==> src/rtl/dcnt60.sv <==
// dcnt60 -- two-digit BCD modulo-60 down counter with borrow out and
// range-checked synchronous parallel load.
//
// Counts 59 -> 00 on CEN (borrow-in from a lower stage) or DEC (manual
// strobe), then wraps to 59. Only a CEN-driven step at 00 raises BO, so a
// borrow cascades up a timer chain while a user button never does.
//
// Build option:
//   DCNT60_HOLD_AT_ZERO_EN  when defined, the counter saturates at 00
//                           instead of wrapping; BO keeps its formula, so
//                           it stays high every cycle CEN is high at 00.
//
// Ports:
//   clk         in   system clock, rising edge
//   n_rst       in   synchronous reset, active-low
//   CEN         in   count enable / borrow-in, decrements by one
//   DEC         in   manual decrement strobe, never produces BO
//   LD          in   parallel load strobe (wins over CEN/DEC)
//   LD_TENS     in   [2:0] load value, tens digit (legal 0-5)
//   LD_ONES     in   [3:0] load value, ones digit (legal 0-9)
//   tens_place  out  [2:0] tens digit, registered
//   ones_place  out  [3:0] ones digit, registered
//   BO          out  borrow out, combinational
//   ZERO        out  value is 00, combinational
//   LD_ERR      out  registered one-cycle pulse: previous LD was illegal
module dcnt60 (
  input  logic       clk,
  input  logic       n_rst,
  input  logic       CEN,
  input  logic       DEC,
  input  logic       LD,
  input  logic [2:0] LD_TENS,
  input  logic [3:0] LD_ONES,
  output logic [2:0] tens_place,
  output logic [3:0] ones_place,
  output logic       BO,
  output logic       ZERO,
  output logic       LD_ERR
);

  logic [2:0] r_tens;
  logic [3:0] r_ones;
  logic       r_ld_err;

  logic [2:0] w_tens_nxt;
  logic [3:0] w_ones_nxt;
  logic       w_ld_err_nxt;
  logic       w_step;
  logic       w_zero;
  logic       w_ld_ok;

  // A load value is accepted only if both digits are legal BCD for mod-60.
  function automatic logic ld_legal(input logic [2:0] t, input logic [3:0] o);
    return (t <= 3'd5) && (o <= 4'd9);
  endfunction

  // CEN and DEC together still count once.
  assign w_step  = CEN | DEC;
  assign w_zero  = (r_tens == 3'd0) && (r_ones == 4'd0);
  assign w_ld_ok = ld_legal(LD_TENS, LD_ONES);

  // Next-state selection: load, then decrement, then hold.
  always_comb begin
    w_tens_nxt   = r_tens;
    w_ones_nxt   = r_ones;
    w_ld_err_nxt = 1'b0;
    if (LD) begin
      if (w_ld_ok) begin
        w_tens_nxt = LD_TENS;
        w_ones_nxt = LD_ONES;
      end else begin
        // Rejected load keeps the digits and flags the error.
        w_ld_err_nxt = 1'b1;
      end
    end else if (w_step) begin
      if (r_ones != 4'd0) begin
        w_ones_nxt = r_ones - 4'd1;
      end else if (r_tens != 3'd0) begin
        w_ones_nxt = 4'd9;
        w_tens_nxt = r_tens - 3'd1;
      end else begin
`ifdef DCNT60_HOLD_AT_ZERO_EN
        // Timer expired: stay parked at 00.
        w_ones_nxt = 4'd0;
        w_tens_nxt = 3'd0;
`else
        // Underflow wraps to 59.
        w_ones_nxt = 4'd9;
        w_tens_nxt = 3'd5;
`endif
      end
    end else begin
      w_tens_nxt = r_tens;
      w_ones_nxt = r_ones;
    end
  end

  // State registers with synchronous active-low reset.
  always_ff @(posedge clk) begin
    if (!n_rst) begin
      r_tens   <= 3'd0;
      r_ones   <= 4'd0;
      r_ld_err <= 1'b0;
    end else begin
      r_tens   <= w_tens_nxt;
      r_ones   <= w_ones_nxt;
      r_ld_err <= w_ld_err_nxt;
    end
  end

  assign tens_place = r_tens;
  assign ones_place = r_ones;
  assign LD_ERR     = r_ld_err;
  assign ZERO       = w_zero;
  // Borrow only from CEN so it can feed the next stage's CEN in the same cycle.
  assign BO         = CEN & ~LD & w_zero;

endmodule
==> config.mk <==
export PLATFORM = sky130hd
export DESIGN_NAME = dcnt60
export DESIGN_NICKNAME = d
export VERILOG_FILES = /design/src/rtl/dcnt60.sv
export SDC_FILE = /design/constraint.sdc
export NUM_CORES = 1
export LEC_CHECK = 0
export ABC_CLOCK_PERIOD_IN_PS = 2000
export CAP_MARGIN = 10
export CORE_AREA = 2 2 39 41
export DETAILED_ROUTE_END_ITERATION = 12
export DIE_AREA = 0 0 41 43
export PLACE_DENSITY_LB_ADDON = 0.25
export SLEW_MARGIN = 30
export SYNTH_ARGS = -nofsm -noshare
export SYNTH_HDL_FRONTEND = slang
export SYNTH_SLANG_ARGS = --single-unit
==> constraint.sdc <==
create_clock -name clk -period 2 [get_ports clk]
set_input_delay 0.2 -clock clk [delete_from_list [all_inputs] [get_ports clk]]
set_output_delay 0.2 -clock clk [all_outputs]
set_load 0.005 [all_outputs]
==> reports/qor.csv <==
metric,value,unit
outcome,finished clean,
path_max_fanout,5,
final_common_cell,clkdlybuf4s50_1,
ys_ff_latch,8,
finalInstanceArea,779,µm²
synth_flop_cell,dfxtp_1,
pin_count,22,
dp_hpwl,974,µm
p_int,0.357,mW
p_leak,0.305,nW
dp_slack,0.298,ns
synth_top_cell_by_area,dfxtp_1,
port_buffers,21,
ys_seq_area_share,31.9,%
setup_ws,0.0469,ns
powerDensity,654,nW/µm²
pwr-share-comb,35.5,%
track_usage,17.5,%
root_buffer,clkbuf_4,
grt_pass1_vias,469,
p_seq_share,39.5,%
yosys_warnings,0,
critPathCaptureType,output port,
synth-edff-count,0,
drcViolationCount,0,
swShare,30.0,%
synthArstFlopShare,0,%
p_sw,0.153,mW
fmax,512,MHz
grt_max_degree,10,
path_depth,4,
row_count,14,
fillCellCount,137,
cap_viol_max_count,0,
vias,552,
routedWlPerCell,13.1,µm
setup_viol,0,
cts_buffer_depth,2,
mostFrequentLayoutCells,"clkdlybuf4s50_1 (21), a21oi_1 (5), nand2_1 (5), nor2_1 (5)",
worstPathCellList,"nor4_4, and2_4, and3b_1, clkdlybuf4s50_1",
cp.buffers_inverters,1,
slowest_stage,clkdlybuf4s50_1,
drt-initial-drc-count,10,
start_kind,flop,
overflow,0,
worstSetupPathType,flop to output port,
cts_max_level,1,
whs,0.483,ns
via_per_inst,5.36,
reg2reg_from,ones_place[2],
wirelength,1350,µm
coreArea,1380,µm²
worstMarginPinSlew,0.331,ns
r2r_slack,0.60,ns
syn_inst,62,
min_to,tens_place[0],
path_clk_slew,0.06,ns
synth_cell_types,28,
vdd_drop_max,0.000352,V
antenna_cells,0,
yosys.area.top_type_share,31.9,%
insertion_delay,0.25,ns
fin_crit,1.95,ns
grt_pass1_wl,2000,µm
ff2ff_path_depth,5,
dr.pass1.iters,4,
cts.sinks,8,
slew_headroom,77.9,%
syn-num-nets,75,
fin_skew,0.000404,ns
slew_violations,0,
cts_tree,yes,
finalHoldViolCount,0,
min_path_cells,2,
gp_congestion,0.830,
start_util,36.3,%
critPathRequiredTime,1.80,ns
min_path_type,flop to flop,
critPathTopFamily,simple AND/OR/NAND/NOR gates,
antenna_found_initial,0,
clock_power_share,25.0,%
postSynthAreaPerCell,8.09,µm²
min_period_over_period,97.7,%
ant_nets,0,
drive_gt1_share,18.4,%
placed_area,737,µm²
syn_to_final_growth,55.4,%
die_w,41,µm
cts_buffers,3,
nets,102,
synth_area_leaders,"dfxtp_1 (32%), a21oi_1 (5.0%), nor2_1 (4.5%)",
cp_slowest_stage_delay,0.50,ns
dieArea,1760,µm²
rr_endpoint,tens_place[0],
hp-start,tens_place[0],
postCtsHoldBufs,0,
fp.dieH,43,µm
mappedNetlistArea,502,µm²
arrival,1.75,ns
cells in the mapped netlist, types with 2 or more instances:
master,count
a211oi_1,2
a21oi_1,5
and2_1,3
and3_1,2
buf_2,2
dfxtp_1,8
inv_1,4
nand2_1,5
nand3_1,3
nor2_1,6
nor3_1,3
o21ai_0,3
layout make-up:
| type | count | area (µm²) | share of cell area (%) |
|---|---|---|---|
| multi-input combinational | 48 | 324 | 41.6 |
| timing repair buffer | 24 | 233 | 29.9 |
| sequential | 8 | 165 | 21.2 |
| clock buffer | 3 | 22.5 | 2.89 |
| tap | 16 | 20.0 | 2.57 |
| inverter | 4 | 15.0 | 1.93 |
layer usage:
layer,vias to the layer above,track usage (%),routed length [µm]
li1,281,-,-
met1,241,24.4,618
met2,28,21.3,605
met3,2,4.71,106
met4,0,14.0,17
met5,-,0,0
state kept, by name, indices dropped and copies added (netlist names):
register,cells
tens_place,3
LD_ERR,1
ones_place,4
worst min-delay path: stages (launching register included):
cell     delay (ns)
dfxtp_2        0.34
nand2_1        0.06
a21oi_1        0.05
how the worst max path moves through the flow:
stage | startpoint | to
after global routing | ones_place[2] | BO
final | ones_place[2] | BO
after floorplan | ones_place[0] | tens_place[0]
after global placement | LD_ONES[1] | ones_place[1]
after detailed placement | LD | tens_place[0]
after CTS | ones_place[0] | BO
power groups by stage:
stage          logic [mW]  clock network (mW)  registers [mW]
4_1_cts             0.167               0.135           0.198
2_1_floorplan      0.0804                   0           0.200
5_1_grt             0.198               0.143           0.204
3_5_place_dp        0.166                   0           0.202
6_report            0.181               0.127           0.201
3_3_place_gp        0.166                   0           0.201
what timing repair did:
| action | in CTS | in global routing |
|---|---|---|
| gates resized for setup | 0 | 7 |
| buffers inserted | 0 | 1 |
| endpoints found under the hold margin | 0 | 0 |
| setup endpoints to repair | 0 | 1 |
cell families after synthesis:
logic type / after synthesis / share of synthesized area [%]
mux: 1 / 2.24
flops: 8 / 31.9
buf+inv: 6 / 4.99
compound gates: 21 / 30.7
fa+ha+maj: 1 / 2.49
simple gates: 25 / 27.7
metrics by stage:
step | power, mW | TNS [ns] | std cells | util (%)
global placement | 0.367 | 0 | 99 | 53.3
detailed placement | 0.368 | 0 | 99 | 53.3
floorplan | 0.280 | 0 | 62 | -
global route | 0.546 | -0.0166 | 103 | 56.3
CTS | 0.501 | 0 | 102 | 54.9
finish | 0.510 | 0 | 103 | 56.3
Power figures use the tool's default switching activity.
